==> config.mk <==
export PLATFORM = sky130hd
export DESIGN_NAME = esc_ramp_sequencer
export DESIGN_NICKNAME = d
export VERILOG_FILES = /design/src/rtl/esc_pkg.sv /design/src/rtl/esc_period_timer.sv /design/src/rtl/esc_ramp_sequencer.sv
export SDC_FILE = /design/constraint.sdc
export NUM_CORES = 1
export LEC_CHECK = 0
export BUFFER_PORTS_ARGS = -buffer_cell sky130_fd_sc_hd__buf_2
export CAP_MARGIN = 10
export CORE_ASPECT_RATIO = 1.4
export CORE_UTILIZATION = 40
export CTS_BUF_LIST = sky130_fd_sc_hd__clkbuf_8
export CTS_CLUSTER_SIZE = 28
export DETAILED_ROUTE_END_ITERATION = 10
export PLACE_DENSITY = 0.59
export SKIP_CTS_REPAIR_TIMING = 1
export SLEW_MARGIN = 20
export SYNTH_ARGS = -nofsm -noshare
export SYNTH_HDL_FRONTEND = slang
export SYNTH_HIERARCHICAL = 1
export SYNTH_SLANG_ARGS = --single-unit
export TNS_END_PERCENT = 50
==> constraint.sdc <==
create_clock -name clk -period 15.75 [get_ports clk]
set_clock_uncertainty 0.15 [all_clocks]
set_input_delay 0.7875 -clock clk [delete_from_list [all_inputs] [get_ports clk]]
set_output_delay 0.7875 -clock clk [all_outputs]
set_load 0.01 [all_outputs]
==> src/rtl/esc_pkg.sv <==
// Shared types and helpers for the six-step ESC ramp sequencer: FSM states,
// coil patterns per commutation step, step sequencing and period clamping.
package esc_pkg;

    typedef enum logic [2:0] {
        IDLE  = 3'd0,
        ALIGN = 3'd1,
        RAMP  = 3'd2,
        RUN   = 3'd3,
        DECEL = 3'd4,
        STOP  = 3'd5
    } esc_state_e;

    // {C,B,A} per step; index 0 (off) and the unused code 7 both de-energise.
    localparam logic [2:0] COIL_LUT [8] = '{
        3'b000, 3'b011, 3'b001, 3'b101, 3'b100, 3'b110, 3'b010, 3'b000
    };

    // Wide enough for any period width the sequencer is built with.
    localparam int unsigned CLAMP_W = 64;

    function automatic logic [2:0] next_step(input logic [2:0] step, input logic rev);
        if (!rev) begin
            return (step >= 3'd6 || step == 3'd0) ? 3'd1 : step + 3'd1;
        end
        return (step <= 3'd1) ? 3'd6 : step - 3'd1;
    endfunction

    function automatic logic [CLAMP_W-1:0] clamp(input logic [CLAMP_W-1:0] value,
                                                 input logic [CLAMP_W-1:0] lo,
                                                 input logic [CLAMP_W-1:0] hi);
        if (value < lo) return lo;
        if (value > hi) return hi;
        return value;
    endfunction

endpackage

==> src/rtl/esc_period_timer.sv <==
// Loadable commutation interval counter: counts 0..period-1 while running and
// pulses tick on the terminal count; the period is re-sampled at every tick.
module esc_period_timer #(
    parameter int unsigned PERIOD_W = 32
) (
    input  logic                clk,
    input  logic                _rst,
    input  logic                run,
    input  logic [PERIOD_W-1:0] period,
    output logic                tick
);

    logic [PERIOD_W-1:0] cnt_q, cnt_d;
    logic [PERIOD_W-1:0] period_q, period_d;

    assign tick = run && (cnt_q == period_q - PERIOD_W'(1));

    // NOTE: every output of a combinational block gets a default first, so no path can infer a latch.
    always_comb begin
        cnt_d    = cnt_q + PERIOD_W'(1);
        period_d = period_q;
        if (!run || tick) begin
            cnt_d    = '0;
            period_d = period;
        end
    end

    // NOTE: sequential state uses non-blocking assignments so every register samples pre-edge values.
    always_ff @(posedge clk or negedge _rst) begin
        if (!_rst) begin
            cnt_q    <= '0;
            period_q <= '0;
        end else begin
            cnt_q    <= cnt_d;
            period_q <= period_d;
        end
    end

endmodule

==> src/rtl/esc_ramp_sequencer.sv <==
// Open-loop six-step start-up sequencer: align, ramp the commutation period to
// the target, hold, follow target changes and decelerate to a stop.
module esc_ramp_sequencer
    import esc_pkg::*;
#(
    parameter int unsigned PERIOD_W     = 32,
    parameter int unsigned START_PERIOD = 2_000_000,
    parameter int unsigned MIN_PERIOD   = 50_000,
    parameter int unsigned RAMP_STEP    = 1_000,
    parameter int unsigned ALIGN_CYCLES = 1_000_000
) (
    input  logic                clk,
    input  logic                _rst,
    input  logic                enable,
    input  logic                dir,
    input  logic [PERIOD_W-1:0] target_period,
    output logic [2:0]          coil,
    output logic [2:0]          step_idx,
    output logic                step_tick,
    output logic                running,
    output logic                at_speed,
    output logic [2:0]          state_o
);

    localparam logic [PERIOD_W-1:0] START_P    = PERIOD_W'(START_PERIOD);
    localparam logic [PERIOD_W-1:0] ALIGN_LAST = PERIOD_W'(ALIGN_CYCLES - 1);
    localparam logic [PERIOD_W:0]   STEP_X     = (PERIOD_W+1)'(RAMP_STEP);

    esc_state_e          state_q, state_d;
    logic [PERIOD_W-1:0] cur_period_q, cur_period_d;
    logic [PERIOD_W-1:0] align_cnt_q, align_cnt_d;
    logic [2:0]          step_q, step_d;
    logic                dir_q, dir_d;
    logic                step_tick_q, step_tick_d;
    logic [2:0]          coil_q, coil_d;
    logic                running_q, running_d;
    logic                at_speed_q, at_speed_d;

    logic [PERIOD_W-1:0] eff_target;
    logic [PERIOD_W:0]   dec_wide, inc_wide;
    logic [PERIOD_W-1:0] dec_period, inc_to_target, inc_to_start;
    logic                tick, timer_run;

    assign eff_target = PERIOD_W'(clamp(CLAMP_W'(target_period), CLAMP_W'(MIN_PERIOD),
                                        CLAMP_W'(START_PERIOD)));
    assign timer_run  = state_q inside {RAMP, RUN, DECEL, STOP};

    esc_period_timer #(
        .PERIOD_W(PERIOD_W)
    ) u_timer (
        .clk   (clk),
        ._rst  (_rst),
        .run   (timer_run),
        .period(cur_period_d),
        .tick  (tick)
    );

    // One extra bit keeps the step subtraction and addition free of wrap-around.
    always_comb begin
        dec_wide      = {1'b0, cur_period_q} - STEP_X;
        inc_wide      = {1'b0, cur_period_q} + STEP_X;
        dec_period    = (dec_wide[PERIOD_W] || (dec_wide[PERIOD_W-1:0] < eff_target))
                        ? eff_target : dec_wide[PERIOD_W-1:0];
        inc_to_target = (inc_wide > {1'b0, eff_target}) ? eff_target : inc_wide[PERIOD_W-1:0];
        inc_to_start  = (inc_wide > {1'b0, START_P}) ? START_P : inc_wide[PERIOD_W-1:0];
    end

    always_ff @(posedge clk or negedge _rst) begin
        if (!_rst) begin
            state_q      <= IDLE;
            cur_period_q <= START_P;
            align_cnt_q  <= '0;
            dir_q        <= 1'b0;
            step_q       <= '0;
            step_tick_q  <= 1'b0;
            coil_q       <= '0;
            running_q    <= 1'b0;
            at_speed_q   <= 1'b0;
        end else begin
            state_q      <= state_d;
            cur_period_q <= cur_period_d;
            align_cnt_q  <= align_cnt_d;
            dir_q        <= dir_d;
            step_q       <= step_d;
            step_tick_q  <= step_tick_d;
            coil_q       <= coil_d;
            running_q    <= running_d;
            at_speed_q   <= at_speed_d;
        end
    end

    always_comb begin
        state_d      = state_q;
        cur_period_d = cur_period_q;
        align_cnt_d  = '0;
        dir_d        = dir_q;
        step_d       = step_q;
        step_tick_d  = 1'b0;

        unique case (state_q)
            IDLE: begin
                step_d       = 3'd0;
                cur_period_d = START_P;
                if (enable) begin
                    state_d = ALIGN;
                    dir_d   = dir;
                    step_d  = 3'd1;
                end
            end
            ALIGN: begin
                align_cnt_d = align_cnt_q + PERIOD_W'(1);
                if (!enable) begin
                    state_d = IDLE;
                    step_d  = 3'd0;
                end else if (align_cnt_q == ALIGN_LAST) begin
                    state_d      = RAMP;
                    cur_period_d = START_P;
                end
            end
            RAMP: begin
                if (tick) begin
                    step_d      = next_step(step_q, dir_q);
                    step_tick_d = 1'b1;
                    // A target raised mid-ramp is approached gradually, not jumped to.
                    if (eff_target > cur_period_q) begin
                        state_d = DECEL;
                    end else begin
                        cur_period_d = dec_period;
                        if (dec_period == eff_target) state_d = RUN;
                    end
                end
                if (!enable) state_d = STOP;
            end
            RUN: begin
                if (tick) begin
                    step_d      = next_step(step_q, dir_q);
                    step_tick_d = 1'b1;
                end
                if (eff_target < cur_period_q)      state_d = RAMP;
                else if (eff_target > cur_period_q) state_d = DECEL;
                if (!enable) state_d = STOP;
            end
            DECEL: begin
                if (tick) begin
                    step_d      = next_step(step_q, dir_q);
                    step_tick_d = 1'b1;
                end
                if (eff_target < cur_period_q) begin
                    state_d = RAMP;
                end else if (tick) begin
                    cur_period_d = inc_to_target;
                    if (inc_to_target == eff_target) state_d = RUN;
                end
                if (!enable) state_d = STOP;
            end
            STOP: begin
                if (enable) begin
                    state_d = RAMP;
                    if (tick) begin
                        step_d      = next_step(step_q, dir_q);
                        step_tick_d = 1'b1;
                    end
                end else if (tick) begin
                    if (cur_period_q < START_P) begin
                        step_d       = next_step(step_q, dir_q);
                        step_tick_d  = 1'b1;
                        cur_period_d = inc_to_start;
                    end else begin
                        state_d = IDLE;
                        step_d  = 3'd0;
                    end
                end
            end
            default: begin
                state_d = IDLE;
                step_d  = 3'd0;
            end
        endcase
    end

    // Outputs are decoded from next-state values and registered, so they change on the tick edge.
    always_comb begin
        coil_d     = COIL_LUT[step_d];
        running_d  = state_d inside {RAMP, RUN, DECEL, STOP};
        at_speed_d = (state_d == RUN);
    end

    assign coil      = coil_q;
    assign step_idx  = step_q;
    assign step_tick = step_tick_q;
    assign running   = running_q;
    assign at_speed  = at_speed_q;
    assign state_o   = state_q;

endmodule

Word-level counts from Yosys, hierarchy flattened. Memory sizes are Yosys's and may differ from the RTL's. A register that Yosys moved wholly into a read port is not among the register bits. Index checks and enable logic that the tools add are counted.

Memories: 1. Output and inout port bits: 12. Register bits: 138. Logic and storage cells: 128. ROM bits: 24. Bits of input ports: 36.

$add $sub $neg: 7. Reductions and logical operators: 12. Order comparisons: 10. Bitwise logic cells: 1. Mux-type cells: 74. Equality and inequality tests: 13.

Memories: (name not given) (words 8, bits a word 3, read ports 1, clocked after Yosys merged registers in 1, wr ports 0, RTL line esc_ramp_sequencer.sv:183) `coil_d = COIL_LUT[step_d];`.

Operator list (count): $mux 32 (18); $pmux 32 s5 (1); $mux 3 (33); $eq 32x32->1 (3); $add 32x1->32 const B (2); $lt 32x32->1 (2); $pmux 3 s6 (2); $add 32x10->33 const B (1); $gt 33x21->1 const B (1); $gt 33x32->1 (1); $sub 32x10->33 const B (1); $eq 32x20->1 const B (1); $gt 32x21->1 const B (1); $gt 32x32->1 (1); $lt 32x16->1 const B (1); $lt 32x21->1 const B (1); $sub 32x1->32 const B (1); $mux 1 (19); $eq 3x2->1 const B (4); $eq 3x3->1 const B (4); $reduce_bool 4->1 (2); $logic_not 3->1 (2); $not 3->4 (1); $add 3x1->3 const B (1); 10 further kinds (13).

Logic depth before layout (Yosys ltp). Gate-level depths: netlist of the first run.

Word-level depth: 16. Mapped depth: 22.

Modules after synthesis. Netlist of the first run, hierarchy kept.

Modules (own cells, without submodules): esc_ramp_sequencer (times used 1, seq. area each 1935.6 sq um, cells each 1212, area an instance 9351.5 sq um); esc_period_timer (times used 1, seq. area each 1601.5 sq um, cells each 384, area an instance 3818.7 sq um).

Worst setup path before layout of the first run. OpenSTA, ideal clock, no wires.

Kind: in2reg. From: in target_period[13]. To: reg u_timer.period_q[15]. Slack: 10.141 ns. Required time: 15.475 ns. Library setup time: 0.125 ns. Cell stages on the path: 21. Buffers on the path: 3. Arrival time: 5.334 ns. Cells stage by stage: buf_6 -> or4_1 -> a311o_1 -> nor2_1 -> nand2_1 -> nand2_1 -> inv_1 -> ha_1 -> nand3_1 -> or3_1 -> or2_2 -> o22a_1 -> o211ai_1 -> and3_1 -> clkbuf_1 -> clkbuf_1 -> mux2i_1 -> o221ai_1 -> a2111oi_0 -> a31oi_1 -> mux2_2.

Cells in the longest elaborated chain, start to end: 11. Elaborated cells on any way between the ends: 20. Those cells by class: order compare (6); mux (13); reduce/logical (1).

Ends and longest elaborated chain: start: declaration (RTL line esc_ramp_sequencer.sv:16) `input logic [PERIOD_W-1:0] target_period,`; $gt 32x21->1 (RTL line esc_pkg.sv:33) `if (value > hi) return hi;`; $mux 1 (2 in a row) (RTL line esc_pkg.sv:33); $mux 32 (RTL line esc_pkg.sv:34) `return value;`; $mux 32 * (RTL line esc_pkg.sv:33); $lt 32x32->1 (RTL line esc_ramp_sequencer.sv:62) `dec_period = (dec_wide[PERIOD_W] || (dec_wide[PERIOD_W-1:0] < eff_target))`; $logic_or 1x1->1 (RTL line esc_ramp_sequencer.sv:62); $mux 32 (RTL line esc_ramp_sequencer.sv:63) `? eff_target : dec_wide[PERIOD_W-1:0];`; $mux 32 (RTL line esc_ramp_sequencer.sv:125) `if (eff_target > cur_period_q) begin`; $mux 32 (RTL line esc_ramp_sequencer.sv:121) `if (tick) begin`; $pmux 32 s5 * (RTL line esc_ramp_sequencer.sv:100) `unique case (state_q)`; net cur_period_d[15] (RTL line esc_ramp_sequencer.sv:30) `logic [PERIOD_W-1:0] cur_period_q, cur_period_d;`; end signal: assignment (RTL line esc_period_timer.sv:35) `period_q <= period_d;`; end: declaration (RTL line esc_period_timer.sv:14) `logic [PERIOD_W-1:0] period_q, period_d;`.

Mark *: on every way through the listed nets, which the timed path passes. The rest lies on a longest branch. The select of a mux whose other input is x is not followed. A chain may end at the register's enable or synchronous reset.

Worst setup path in the final report of the first run.
From: reg cur_period_q[3]. To: reg u_timer.period_q[0].

Cells in the longest elaborated chain, start to end: 7. Elaborated cells on any way between the ends: 20. Those cells by class: add/sub (2); order compare (6); mux (11); reduce/logical (1).

Ends and longest elaborated chain: start: declaration (RTL line esc_ramp_sequencer.sv:30); start signal: assignment (RTL line esc_ramp_sequencer.sv:81) `cur_period_q <= cur_period_d;`; $add 32x10->33 or $sub 32x10->33 (tied branches) (RTL line esc_ramp_sequencer.sv:61, esc_ramp_sequencer.sv:60); $gt 33x21->1 or $lt 32x32->1 (tied branches) (RTL line esc_ramp_sequencer.sv:65, esc_ramp_sequencer.sv:62); $mux 32 or $logic_or 1x1->1 (tied branches) (RTL line esc_ramp_sequencer.sv:65, esc_ramp_sequencer.sv:62); $mux 32 (on tied branches) (RTL line esc_ramp_sequencer.sv:164, esc_ramp_sequencer.sv:63); $mux 32 (on tied branches) (RTL line esc_ramp_sequencer.sv:163, esc_ramp_sequencer.sv:125); $mux 32 (on tied branches) (RTL line esc_ramp_sequencer.sv:157, esc_ramp_sequencer.sv:121); $pmux 32 s5 * (RTL line esc_ramp_sequencer.sv:100); net cur_period_d[0] (RTL line esc_ramp_sequencer.sv:30).

Mark *: on every way through the listed nets, which the timed path passes. The rest lies on a longest branch.

==> flow_summary.toml, run 1 <==
[worst_setup_path]
r2r_cells = 16
crit_buf_inv = 1
endpoint_kind = "flop"
cp_data_arrival_time_ns = 6.90
cp_slowest_cell = "a211oi_2"
cpLargestDelayFamily = "simple AND/OR/NAND/NOR gates"
path_class = "flop to flop"
ff2ff_setup_slack_ns = 9.07
r2r_end = "u_timer/period_q[0]"
crit_path_start_kind = "flop"
cp.required_ns = 15.97
max_stage_delay_ns = 0.69
path_cells = "a211oi_2 -> nand2_1 -> xnor2_1 -> inv_1 -> ha_1 -> nand3_1 -> or3_1 -> or2_2 -> o221ai_1 -> o211ai_1 -> and3_1 -> nand2_1 -> o21ai_0 -> or3_1 -> a22o_1 -> mux2_2"
worst-path-max-fanout = 16
r2r_start = "cur_period_q[3]"

[clock_tree]
h-tree-depth = 4
cts_tree = "done"
clockRootBuffer = "clkbuf_8"
clk_pin_slew_ns = 0.08
cts_made_buffers = 17
cts_max_path_buffers = 2
insertion_delay_ns = 0.50
cts.sinks = 141

[power_and_ir_drop]
p_sw_share_pct = 45.4
pwr-share-clk_pct = 22.1
seq_power_share_pct = 30.1
combPwrFrac_pct = 47.8
p_int_uw = 843
power_density_nw_per_um2 = 107
power.switching_uw = 700
vdd_drop_max_mv = 0.0492
p_leak_uw = 0.00619

[floorplan]
die_h_um = 217
die-area_um2 = 33700
rows = 78
fp.dieW_um = 155
ios = 48
start_util_pct = 40.6
core-area_um2 = 32400

[logic_synthesis]
synth_top_cells_by_area = "dfrtp_1 25%, ha_1 9.8%, xnor2_1 7.9%"
synth_ff_type = "dfrtp_1"
syn_avg_cell_area_um2 = 8.25
post-synth-top-area-fraction_pct = 25.5
synth-async-reset-ratio_pct = 100
yosys.area_share.simple_pct = 24.1
yosysTopAreaCell = "dfrtp_1"
synth_edf_count = 0
synth-seq-cells = 141
synth_top_family_by_area = "simple AND/OR/NAND/NOR gates"
synthCells = 1596
synthMuxAreaShare_pct = 3.91
synth_area_um2 = 13200
synthAdderAreaFrac_pct = 9.79
synth_compound_area_share_pct = 18.5
synth_xor_area_share_pct = 11.3
yosysWarnings = 6
seq_area_frac_synth_pct = 26.9
netlist-cell-type-count = 97

[route]
dr.pass1.iters = 6
wl_per_cell_um = 22.2
drc = 0
wl_um = 46500
vias_per_cell = 6.04
drtIter0Drc = 932
ant_nets = 0
routed-via-count = 12700

[layout]
utilization_pct = 44.3
final_area_um2 = 14400
diodes = 0
syn_to_final_growth_pct = 9.01
final_nets = 1783
drive_above_1_share_pct = 10.1
fin_cells = 2097

[placed_design]
port_buffers = 47
gp_congestion = 1.02
hpwl_um = 36900
dpl_cell_area_um2 = 13900
placed_cells = 2065

[outcome]
status = "complete, no violations"

[timing]
grt_setup_unrepaired = "false"
maxSlewViolCount = 0
slew_headroom_pct = 29.6
tightest_slew_ns = 1.03
final.min_clock_period_ns = 6.68
fin_crit_sh_pct = 42.4
fmax_mhz = 150
finalSetupViolations = 0
tns_ns = 0
whs_ns = 0.246
hold_viol = 0

[grt]
grt_pass1_vias = 12400
grt_pass1_wl_um = 72100
antenna_found_initial = 0
grt_max_degree = 96
grt-ovfl-total = 0
grt_use_total_pct = 28.2

[job]
drv_cap = 0

[hold_path]
hold_class = "input port to asynchronous set/reset pin"
## Yosys cell counts (11+ instances only)
cell / instances
clkbuf_1: 37
a21o_1: 25
and3_1: 30
or3_1: 26
a211oi_1: 15
a31oi_1: 17
dfrtp_1: 134
nor4_1: 32
buf_2: 20
inv_1: 97
o221ai_1: 11
nand3_1: 57
nor3_1: 49
a21oi_1: 72
nand4_1: 48
xor2_1: 51
nand2_1: 109
mux2_2: 30
o21a_1: 11
xnor2_1: 119
or4_1: 15
mux2i_1: 11
o211ai_1: 14
nor2_1: 164
o21ai_0: 73
ha_1: 103
## through the flow
stage	worst slack (ns)	total power, uW
after global placement	8.85	1190
after CTS	9.35	1540
final	9.07	1540
after global routing	9.05	1630
after floorplan	10.14	944
after detailed placement	8.93	1190
## flip-flops by register name, summed over array words and instances (netlist names)
register,count
cur_period_q,32
coil,3
running,1
align_cnt_q,32
state_o,3
step_tick,1
u_timer/cnt_q,32
step_idx,3
at_speed,1
u_timer/period_q,32
dir_q,1
## logic make-up (layout without fill, tap and decap cells)
group / after synthesis / count (layout)
other: 2 / 33
xor gates and xnor gates: 170 / 170
muxes: 47 / 47
AOI/OAI and AO/OA: 353 / 353
and+or+nand+nor: 609 / 609
adders and majority gates: 103 / 103
DFF: 141 / 141
buffers and inverters: 171 / 201
## cells in the final DEF, fill, tap and decap left out, types with 31 or more instances in the layout
cell,n
nand4_1,48
inv_1,97
dfrtp_1,134
nand3_1,57
nor2_1,164
xor2_1,51
nand2_1,109
nor4_1,31
nor3_1,49
xnor2_1,119
o21ai_0,73
a21oi_1,72
buf_2,46
conb_1,33
ha_1,103
## power groups by stage
stage                     registers (uW)  logic (uW)  clock network [uW]
after floorplan                      431         514                   0
after global placement               469         721                   0
after detailed placement             470         720                   0
after CTS                            463         723                 354
after global routing                 470         793                 368
final                                465         737                 341
## worst register-to-register path, delay by kind of cell (launching register included)
kind | cells | cell delay, ns
buffers and inverters | 1 | 0.22
AO/OA/AOI/OAI | 5 | 1.67
flip-flops | 1 | 0.66
XOR/XNOR | 1 | 0.67
adder cells (fa/ha/maj) | 1 | 0.35
AND/OR/NAND/NOR | 7 | 2.58
multiplexers | 1 | 0.27
## how the worst max path moves through the flow
stage / start / to / cells after the start
2_1_floorplan: target_period[13] / u_timer/period_q[15] / 21
3_3_place_gp: target_period[18] / u_timer/period_q[1] / 19
3_5_place_dp: target_period[18] / u_timer/period_q[0] / 19
4_1_cts: cur_period_q[3] / u_timer/period_q[2] / 17
5_1_grt: cur_period_q[3] / u_timer/period_q[2] / 17
6_report: cur_period_q[3] / u_timer/period_q[0] / 16
## routing by layer
layer  wire length, um  GRT usage (%)  vias to the layer above
li1                  -              -                     5914
met1             18500           34.3                     6047
met2             22700           48.3                      581
met3              2860           3.32                      119
met4              2470           15.4                        0
met5                 0              0                        -
## final cells by class
class / instances / area, um2
multi-input combinational: 1315 / 9040
clock inverter: 14 / 208
inverter: 104 / 390
fill: 3362 / 18000
timing repair buffer: 65 / 380
sequential: 141 / 3540
clock buffer: 18 / 248
tap: 440 / 551
Note: power is estimated with default switching activity, not from simulation.
==> run 2, diff against run 1 <==
- PLACE_DENSITY: 0.59 -> 0.61
- clock period: 15.75 -> 5.7 ns (I/O delays scaled with it)
==> flow_summary.toml, run 2 (synthesis gave the netlist of run 1 again) <==
[floorplan]
ios = 48
rows = 78
fp.dieW_um = 155
die-area_um2 = 33700
start_util_pct = 40.6
core-area_um2 = 32400
die_h_um = 217

[worst_setup_path]
cp_slowest_cell = "or4_4"
path_class = "flop to flop"
cp.required_ns = 5.94
worst-path-max-fanout = 7
r2r_end = "u_timer/period_q[7]"
endpoint_kind = "flop"
cp_data_arrival_time_ns = 5.68
crit_path_start_kind = "flop"
r2r_cells = 16
r2r_start = "u_timer/period_q[0]"
crit_buf_inv = 3
cpLargestDelayFamily = "simple AND/OR/NAND/NOR gates"
ff2ff_setup_slack_ns = 0.26
max_stage_delay_ns = 0.62
path_cells = "inv_1 -> ha_1 -> or3b_2 -> or4_4 -> nor4b_2 -> mux2i_1 -> nand4_2 -> nor4_2 -> inv_1 -> or3_1 -> buf_4 -> a22o_1 -> a211o_1 -> a211oi_1 -> a31oi_1 -> mux2_2"
crit_top_cell = "inv_1"

[grt]
grt_use_met3_pct = 3.62
grt_pass1_wl_um = 76300
antenna_found_initial = 0
busiest_layer = "met2"
met2_usage_pct = 50.6
global_route.usage.met1_pct = 36.5
grt_pass1_vias = 13000
grt_max_degree = 87
grt-ovfl-total = 0
grt_use_total_pct = 30.0

[timing]
hold_viol = 0
slew_headroom_pct = 39.6
maxSlewViolCount = 0
tightest_slew_ns = 0.897
fmax_mhz = 184
finalSetupViolations = 0
grt_setup_unrepaired = "false"
final.min_clock_period_ns = 5.44
fin_crit_sh_pct = 95.4

[clock_tree]
cts_tree = "done"
cts_made_buffers = 17
h-tree-depth = 4
cts.sinks = 141
clockRootBuffer = "clkbuf_8"
clk_pin_slew_ns = 0.09
insertion_delay_ns = 0.50
cts_max_path_buffers = 2

[route]
wl_per_cell_um = 22.4
routed-via-count = 13100
vias_per_cell = 5.95
ant_nets = 0
drtIter0Drc = 1090
wl_um = 49400
dr.pass1.iters = 5
drc = 0

[power_and_ir_drop]
p_int_uw = 2420
p_leak_uw = 0.00672
pwr-share-clk_pct = 19.8
p_sw_share_pct = 45.6
combPwrFrac_pct = 51.9
power_density_nw_per_um2 = 293
vdd_drop_max_mv = 0.161
power.switching_uw = 2030
seq_power_share_pct = 28.3

[placed_design]
hpwl_um = 39700
port_buffers = 47
placed_cells = 2173
gp_congestion = 1.04

[layout]
fin_cells = 2207
diodes = 0
drive_above_1_share_pct = 15.9
final_nets = 1893
syn_to_final_growth_pct = 15.4
utilization_pct = 46.9
num-fill-cells = 3246
final_common_cell = "nor2_1"
layout_common_cells = "164 x nor2_1, 134 x dfrtp_1, 124 x buf_4, 119 x xnor2_1, 109 x nand2_1"

[outcome]
status = "complete, no violations"

[hold_path]
hold_start = "enable"
hold-path-cell-count = 3
hold_end = "state_o[1]"
hold_class = "input port to flop"

[job]
drv_cap = 0
[run 2: cell types whose count changed in the layout (fill, tap and decap cells not counted), moves of 2 or more]
cell           previous run  this run
buf_4                    17       124
inv_6                     2         5
buf_12                    0         2
bufinv_16                 4         2
clkinv_4                  4         2
dlygate4sd3_1             0         2
o21ai_0                  73        71
o21ai_1                   7         9
[run 2: worst reg2reg max path, delay by kind of cell (launching register included)]
| family | cells | cell delay (ns) |
|---|---|---|
| buffers and inverters | 3 | 0.47 |
| AOI/OAI and AO/OA | 4 | 0.91 |
| muxes | 2 | 0.67 |
| adders and majority gates | 1 | 0.20 |
| DFF | 1 | 0.45 |
| and+or+nand+nor | 6 | 2.47 |
[run 2: worst max path at each step]
| stage | startpoint | to | cells after the start |
|---|---|---|---|
| 3_3_place_gp | cur_period_q[19] | u_timer/period_q[18] | 19 |
| 3_5_place_dp | target_period[18] | u_timer/period_q[7] | 20 |
| 5_1_grt | u_timer/period_q[0] | u_timer/period_q[26] | 17 |
| 2_1_floorplan | u_timer/period_q[0] | u_timer/period_q[4] | 18 |
| 4_1_cts | cur_period_q[19] | u_timer/period_q[18] | 19 |
| 6_report | u_timer/period_q[0] | u_timer/period_q[7] | 16 |
[run 2: layer usage]
layer,vias to the layer above,share of wire [%]
met2,480,48
met5,-,0
met1,6372,41
met3,137,4.5
met4,0,6.4
li1,6145,-
[run 2: per-stage QoR]
| step | total power [uW] | hold slack (ns) | setup slack [ns] | instance area [um2] | setup TNS [ns] |
|---|---|---|---|---|---|
| after floorplan | 2610 | -0.161 | 0.502 | 13300 | 0 |
| after global placement | 3520 | 0.289 | -0.0304 | 14700 | -0.0304 |
| after detailed placement | 3520 | 0.292 | -0.0446 | 14700 | -0.0587 |
| after CTS | 4420 | -0.259 | -0.0296 | 15100 | -0.0668 |
| after global routing | 4690 | 0.0649 | 0.0203 | 15200 | 0 |
| final | 4450 | 0.0595 | 0.261 | 15200 | 0 |
[run 2: final cells by class]
cell class | instances | area [um2] | area share [%]
Inverter | 104 | 390 | 2.57
Clock inverter | 13 | 153 | 1.00
Timing Repair Buffer | 175 | 1230 | 8.11
Clock buffer | 19 | 262 | 1.72
Sequential cell | 141 | 3540 | 23.3
Multi-Input combinational cell | 1315 | 9070 | 59.7
Tap cell | 440 | 551 | 3.62
[run 2: power by group through the flow]
stage	combinational, uW	sequential [uW]	clock, uW
after floorplan	1420	1190	0
after global placement	2250	1270	0
after detailed placement	2240	1270	0
after CTS	2260	1250	907
after global routing	2470	1270	945
final	2310	1260	883
